==> src/rtl/bcd_count_n.sv <==
// bcd_count_n: parametrised multi-decade BCD up/down counter.
//
// Chains DIGITS decade stages that all update on the same clock edge, with
// synchronous clear, saturating parallel load, and one-cycle wrap (co) and
// load-error (lerr) pulses for cascading into further counters or display
// logic. All outputs come straight from flops.
//
// Ports:
//   clk      in   rising-edge clock
//   rst      in   asynchronous active-low reset (0 = reset)
//   en       in   count enable, one step per clock while high
//   up       in   direction: 1 = increment, 0 = decrement
//   clr      in   synchronous clear (highest priority)
//   load     in   synchronous parallel load of load_val
//   load_val in   [W] packed BCD load value, nibble 0 least significant
//   count    out  [W] current value, packed BCD, nibble 0 least significant
//   co       out  registered wrap pulse, one cycle wide
//   lerr     out  registered pulse: last load held a nibble of 10-15
module bcd_count_n #(
  parameter int DIGITS = 2,
  parameter int W      = 4 * DIGITS
) (
  input  logic         clk,
  input  logic         rst,
  input  logic         en,
  input  logic         up,
  input  logic         clr,
  input  logic         load,
  input  logic [W-1:0] load_val,
  output logic [W-1:0] count,
  output logic         co,
  output logic         lerr
);

  logic [W-1:0]      count_q, count_d;
  logic              co_q, co_d;
  logic              lerr_q, lerr_d;
  logic [DIGITS-1:0] is_nine;
  logic [DIGITS-1:0] is_zero;
  logic [DIGITS-1:0] step;
  logic              wrap;

  // Clamp an out-of-range load nibble to 9 so count never shows 10-15.
  function automatic logic [3:0] sat_nibble(input logic [3:0] n);
    if (n > 4'd9) begin
      return 4'd9;
    end else begin
      return n;
    end
  endfunction

  // One decade step in the requested direction, wrapping 9<->0.
  function automatic logic [3:0] next_digit(input logic [3:0] d, input logic dir_up);
    logic [3:0] r;
    if (dir_up) begin
      r = (d == 4'd9) ? 4'd0 : d + 4'd1;
    end else begin
      r = (d == 4'd0) ? 4'd9 : d - 4'd1;
    end
    return r;
  endfunction

  // Per-decade terminal flags and the "all lower decades terminal" step enables.
  always_comb begin : step_logic
    logic carry;
    carry   = 1'b1;
    is_nine = {DIGITS{1'b0}};
    is_zero = {DIGITS{1'b0}};
    step    = {DIGITS{1'b0}};
    for (int k = 0; k < DIGITS; k++) begin
      is_nine[k] = (count_q[4*k +: 4] == 4'd9);
      is_zero[k] = (count_q[4*k +: 4] == 4'd0);
      step[k]    = carry;
      // A decade passes the step upward only when it is about to wrap.
      carry      = carry & (up ? is_nine[k] : is_zero[k]);
    end
    wrap = carry;
  end

  // Next-state selection with priority clr > load > en > hold.
  always_comb begin
    count_d = count_q;
    co_d    = 1'b0;
    lerr_d  = 1'b0;
    if (clr) begin
      count_d = {W{1'b0}};
    end else if (load) begin
      for (int k = 0; k < DIGITS; k++) begin
        count_d[4*k +: 4] = sat_nibble(load_val[4*k +: 4]);
        lerr_d            = lerr_d | (load_val[4*k +: 4] > 4'd9);
      end
    end else if (en) begin
      for (int k = 0; k < DIGITS; k++) begin
        if (step[k]) begin
          count_d[4*k +: 4] = next_digit(count_q[4*k +: 4], up);
        end else begin
          count_d[4*k +: 4] = count_q[4*k +: 4];
        end
      end
      co_d = wrap;
    end else begin
      count_d = count_q;
    end
  end

  // State and output registers with asynchronous clear.
  always_ff @(posedge clk or negedge rst) begin
    if (!rst) begin
      count_q <= {W{1'b0}};
      co_q    <= 1'b0;
      lerr_q  <= 1'b0;
    end else begin
      count_q <= count_d;
      co_q    <= co_d;
      lerr_q  <= lerr_d;
    end
  end

  assign count = count_q;
  assign co    = co_q;
  assign lerr  = lerr_q;

endmodule

==> config.mk <==
export PLATFORM = sky130hd
export DESIGN_NAME = bcd_count_n
export DESIGN_NICKNAME = d
export VERILOG_FILES = /design/src/rtl/bcd_count_n.sv
export SDC_FILE = /design/constraint.sdc
export NUM_CORES = 1
export LEC_CHECK = 0
export CORE_MARGIN = 1
export CORE_UTILIZATION = 43
export CTS_CLUSTER_SIZE = 10
export DETAILED_ROUTE_END_ITERATION = 10
export PLACE_DENSITY = 0.75
export SETUP_SLACK_MARGIN = 0.5
export SLEW_MARGIN = 15
export SYNTH_ARGS = -nofsm -noshare
export SYNTH_HDL_FRONTEND = slang
export SYNTH_SLANG_ARGS = --single-unit
==> constraint.sdc <==
create_clock -name clk -period 2.4 [get_ports clk]
set_clock_uncertainty 0.2 [all_clocks]
set_input_delay 0.36 -clock clk [delete_from_list [all_inputs] [get_ports clk]]
set_output_delay 0.36 -clock clk [all_outputs]
set_load 0.02 [all_outputs]
==> results.md, run 1 <==
* Final Hold Viols at 0
* Worst-Skew Late Latency at around 270 ps
* Period utilization at 0.821
* Commonest non-fill, non-tap cell in the layout: clkdlybuf4s50_1
* Most frequent cells in the layout: 14 x clkdlybuf4s50_1, 12 x buf_4, 8 x a21oi_1
* DR WL/cell at 13.6 um
* Post-synthesis sequential area ratio at 0.282
* CP Buf/Inv Count at 1
* Area delta synth->final at 45.6%
* Dpl cells at roughly 160
* PortBufs at 23
* Crit-path max cell delay at 420 ps
* Pin count of the biggest net entering global routing at 19
* Core area at 1940 um2
* Status: complete, no violations
* Fmax at 0.508 GHz
* Stages on the worst setup path at 7
* Mapped cell area at 887 um2
* Synth Instances at 113
* Flops & latches, synth at 10
* Slowest cell on crit path: dfrtp_2
* Die Ht at 47.4 um
* Peak supply drop at 312 uV
* CTS H-Tree Depth at 1
* Syn. warnings at 0
* Comb pwr share at 0.390
* Root buf cell: clkbuf_4
* Vias in the first global route at 879
* Worst-Margin Slew at around 740 ps
* Number of hold buffers added after CTS at 0
* Worst path arrival time at approximately 1900 ps
* CP Data Required Time at about 2400 ps
* Row cnt at 16
* Reg2Reg Depth at 7
* Num ports at 24
* Hold Path Class: in -> async
* GR Util All Layers at 0.243
* Wire length of the first global-routing pass at 3740 um
* Worst-path cell chain: inv_4, ha_4, or3b_4, a21oi_4, o2111ai_2, a21oi_2, nor3_1
* Unrepaired setup endpoints after global routing: true
* Total Wirelength at 2310 um
* Internal power consumption at 346 uW
* Worst slew margin at 0.509
* Die Span X at roughly 47 um
* Psw at 181 uW
* Drt pass-1 iters at 4
* Sink Count at 10
* Initial Util at 0.457
* Via count at 952
* Dpl hpwl at ~1600 um
* Total Power at approximately 530 uW
* Clock power share at 0.230
* Max-slew violations at 0
* Total grt overflow at 0
* Setup crit start kind: flip-flop
* Tmin final at 1970 ps
* ANT nets after route at 0
* Clk slew on worst S/H paths at roughly 70 ps
* Crit path launch: count[1]
* WS Path Type: reg -> reg
* Area of the die at 2250 um2
* Cell family with the largest share of critical-path delay: compound AO/OA/AOI/OAI gates
* Gp weighted congestion at 0.838
* Number of vias per cell at 5.60
* Initial antenna violation count at 0
* Syn_area_per_cell at 7.85 um2
* Num CTS Buffers at 3
* Yosys cell types at 40
* Worst setup EP type: flip-flop
* Final setup violation count at 0
* Crit-path max FO at 5
* Longest Clk Path Bufs at 2
* Syn nets at 130
* Iter 0 DRT Violations at 26
* Clock tree from TritonCTS: done
* ANT cells at 0
* Maxcap violations at 0
* Seq pwr share at 0.380
* Reg-to-reg startpoint: count[1]
* Layout cells sized above 1 at 0.259
* Setup TNS Final at 0 ps
* Non-filler instance count after layout at 170
* Net Sw Frac at 0.344
* NumNets Final at 161
* Total DRC errors in the routed layout at 0
* Leakage at 0.566 nW
* PwrDens at 408 nW/um2
## final cells by class
| cell class | count | area [um2] |
|---|---|---|
| repair buffers | 35 | 320 |
| flip-flops and latches | 10 | 255 |
| clock buffers | 4 | 26.3 |
| well taps | 27 | 33.8 |
| multi-input cells | 85 | 619 |
| inverters | 9 | 36.3 |
| fillers | 177 | 651 |
## state kept, by name (all words and copies together), names as in the netlist
name   count
count      8
lerr       1
co         1
## per-stage QoR
| stage | setup slack (ps) | instance area (um2) | utilization | hold WS [ps] |
|---|---|---|---|---|
| floorplan | 494 | 902 | - | -136 |
| finish | 430 | 1290 | 0.665 | 196 |
| CTS | 427 | 1250 | 0.644 | 203 |
| global route | 352 | 1290 | 0.665 | 242 |
| detailed placement | 219 | 1160 | 0.598 | 496 |
| global placement | 250 | 1160 | 0.598 | 488 |
## what timing repair did
| item | 4_1_cts | 5_1_grt |
|---|---|---|
| resized for setup | 12 | 10 |
| endpoints found under the setup margin | 11 | 10 |
| gates cloned | 0 | 0 |
| setup buffers | 7 | 0 |
| endpoints found under the hold margin | 0 | 0 |
| pin swaps | 6 | 4 |
## cells in the mapped netlist (all sizes together)
master / count / area, um2
a21oi: 11 / 66.3
o221ai: 2 / 17.5
or3b: 1 / 11.3
or4: 1 / 7.51
nor2b: 2 / 12.5
o2111ai: 2 / 17.5
inv: 9 / 33.8
or3: 1 / 6.26
a311oi: 1 / 8.76
nand2: 7 / 26.3
o22ai: 2 / 12.5
and3: 2 / 12.5
o211ai: 3 / 22.5
a21o: 2 / 15.0
a32oi: 1 / 8.76
a311o: 1 / 10.0
o21a: 1 / 7.51
nand3: 3 / 15.0
xor2: 1 / 8.76
clkbuf: 1 / 3.75
a221oi: 3 / 38.8
ha: 3 / 37.5
nor3: 2 / 10.0
a21boi: 1 / 7.51
mux2: 1 / 11.3
buf: 8 / 38.8
o21ai: 12 / 60.1
nand2b: 5 / 33.8
nor2: 8 / 30.0
nand3b: 1 / 7.51
dfrtp: 10 / 250
xnor2: 1 / 8.76
o21ba: 1 / 10.0
nand4: 1 / 6.26
nor4: 2 / 12.5
## routing by layer
metal / GRT usage / part of all wire / wire length (um)
met1: 0.336 / 0.47 / 1090
met3: 0.0377 / 0.026 / 61
met4: 0.131 / 0.0099 / 23
met5: 0 / 0 / 0
met2: 0.367 / 0.49 / 1130
## worst register-to-register path, cell delays in order (launching register included)
cell       delay [ps]
dfrtp_2           420
inv_4              80
ha_4              130
or3b_4            390
a21oi_4           250
o2111ai_2         160
a21oi_2           150
nor3_1             60
## worst paths after layout
kind / endpoint / slack [ps]
hold reg to reg: co / 540
setup / recovery: count[6] / 430
max in group asynchronous: count[5] / 1470
setup reg to reg: count[6] / 430
hold / removal: count[2] / 200
min in group clk: count[0] / 440
## logic make-up after synthesis
logic type | count (synthesis) | share of synthesized area
compound gates | 43 | 0.341
simple gates | 36 | 0.216
buf+inv | 18 | 0.0860
flops | 10 | 0.282
fa+ha+maj | 3 | 0.0423
xor+xnor | 2 | 0.0197
mux | 1 | 0.0127
## power by group through the flow
stage	clock, mW	sequential (mW)	combinational (mW)
6_report	0.121	0.200	0.206
5_1_grt	0.133	0.202	0.226
4_1_cts	0.126	0.199	0.197
3_5_place_dp	0	0.204	0.182
3_3_place_gp	0	0.203	0.178
2_1_floorplan	0	0.207	0.106
Power figures use the tool's default switching activity.
==> inputs of run 2 (changes only) <==
Clock period 2.4 ns to 2.06 ns, I/O delays scaled along.
==> run 2 against run 1 <==
  * Die area did not move
  * Flip-flop and latch count did not move
  * Design area rose by 12%
  * Sequential power rose by 14%
  * Non-clock buffer count rose by 9
  * Sequential share of layout area fell by 2.0 points
  * Clock power rose by 59%
  * Global-route usage rose by 2.1 points
  * Register-to-register slack got worse by 380 ps
  * Largest power group unchanged
  * Routed wire length rose by 31%
==> results.md, run 2 (same netlist as run 1, synthesis figures left out) <==
* PnR worst setup slack at about 50 ps
* NumNets Final at 170
* Maxcap violations at 0
* Initial Util at 0.457
* Num ports at 24
* Pin count of the biggest net entering global routing at 19
* Most frequent cells in the layout: 16 x buf_4, 13 x clkdlybuf4s50_1
* Status: complete, no violations
* Leakage at just over 0.6 nW
* Clk slew on worst S/H paths at 80 ps
* Psw at 258 uW
* Internal power consumption at about 470 uW
* Root buf cell: clkbuf_4
* CTS H-Tree Depth at 1
* Die Span X at 47.4 um
* Sink Count at 10
* Layout cells sized above 1 at 0.414
* Fillcell total at 144
* Initial antenna violation count at 0
* Fin area at 1440 um2
* Worst path arrival time at approximately 2000 ps
* Worst setup EP type: flip-flop
* Placed cell area at 1210 um2
* CP Data Required Time at 2040 ps
* Worst-Skew Late Latency at about 280 ps
* Final setup violation count at 0
* Number of vias per cell at roughly 6
* Non-filler instance count after layout at 179
* Slowest cell on crit path: clkdlybuf4s50_1
* PwrDens at 505 nW/um2
* Area of the die at between 2000 and 2500 um2
* Period utilization at 0.976
* Iter 0 DRT Violations at between 40 and 50
* ANT nets after route at 0
* Worst-path cell chain: clkdlybuf4s50_1, buf_4, or3_1, nor4_1, o21ai_2, a221oi_2
* Pre-CTS setup slack at -94.4 ps
* Seq. cell area at 256 um2
* Max reg flops at 8
* Max-slew violations at 0
* Longest Clk Path Bufs at 2
* GR Util All Layers at 0.264
* DR WL/cell at between 15 and 20 um
* Number of hold buffers added after CTS at 0
* Final Hold Viols at 0
* Worst slew margin at 0.678
* Seq pwr share at 0.313
* Net Sw Frac at 0.355
* Row cnt at 16
* Area of the multi-input gates at between 600 and 700 um2
* Hold Path Class: in -> async
* Commonest non-fill, non-tap cell in the layout: buf_4
* CP Buf/Inv Count at 2
* Total Wirelength at 3020 um
* Worst-Margin Slew at between 400 and 500 ps
* Crit-path max cell delay at 470 ps
* PortBufs at 23
* Setup TNS Final at 0 ps
* Vias in the first global route at 889
* Via count at 1073
* Tmin final at 2010 ps
* Drt pass-1 iters at 4
* Wire length of the first global-routing pass at 4030 um
* Crit-path max FO at 10
* Core area at roughly 2000 um2
* Gp weighted congestion at 0.783
* Num CTS Buffers at 3
* Total grt overflow at 0
* Clock tree from TritonCTS: done
* Dpl hpwl at ~1700 um
* Unrepaired setup endpoints after global routing: true
* Fmax at 0.497 GHz
* Clock power share at 0.263
* Peak supply drop at 431 uV
* Dpl cells at 165
* Setup crit start kind: input pin
* Hold Slack at 148 ps
* Total DRC errors in the routed layout at 0
* Area delta synth->final at 62.8%
* Cell family with the largest share of critical-path delay: buffers and inverters
* WS Path Type: in -> reg
* Die Ht at 47.4 um
* Comb pwr share at 0.424
* ANT cells at 0
## run 2: final timing paths
check	slack (ps)	start	endpoint	cells after the start
min in group clk	420	load_val[0]	count[0]	3
worst max register to register	50	count[0]	count[7]	7
max in group asynchronous	1160	rst	count[7]	1
worst min-delay path	150	rst	count[4]	1
worst max-delay path	50	up	count[7]	6
worst min register to register	540	count[1]	count[1]	4
## run 2: power groups by stage
stage	registers (mW)	clock network, mW	logic [mW]
after floorplan	0.241	0	0.125
after global placement	0.230	0	0.227
after detailed placement	0.231	0	0.230
after CTS	0.225	0.190	0.248
after global routing	0.229	0.195	0.330
final	0.228	0.192	0.309
## run 2: stage by stage
stage	power [mW]	utilization
floorplan	0.366	-
global placement	0.457	0.621
detailed placement	0.461	0.621
CTS	0.663	0.662
global route	0.754	0.744
finish	0.729	0.744
## run 2: layout make-up
cell class | instances | area share
multi-input cells | 85 | 0.474
repair buffers | 44 | 0.275
flip-flops and latches | 10 | 0.178
clock buffers | 4 | 0.0251
inverters | 9 | 0.0251
well taps | 27 | 0.0234
## run 2: timing repair
item,4_1_cts,5_1_grt
setup endpoints to repair,19,13
pin swaps,11,19
cloned,0,0
gates resized for setup,31,27
buffers inserted,6,4
endpoints found under the hold margin,0,0
## run 2: routing by layer
metal / up-vias / global-route usage / share of wire
li1: 497 / - / -
met1: 503 / 0.393 / 0.40
met2: 62 / 0.397 / 0.49
met3: 11 / 0.0340 / 0.079
met4: 0 / 0.0857 / 0.033
met5: - / 0 / 0
## run 2: worst reg2reg max path: stages, from the launching register on
cell and delay (ps):
dfrtp_2 450, inv_2 100, ha_4 150, or3b_4 400
a21oi_4 230, o2111ai_2 180, o21ai_2 110, a221oi_2 80
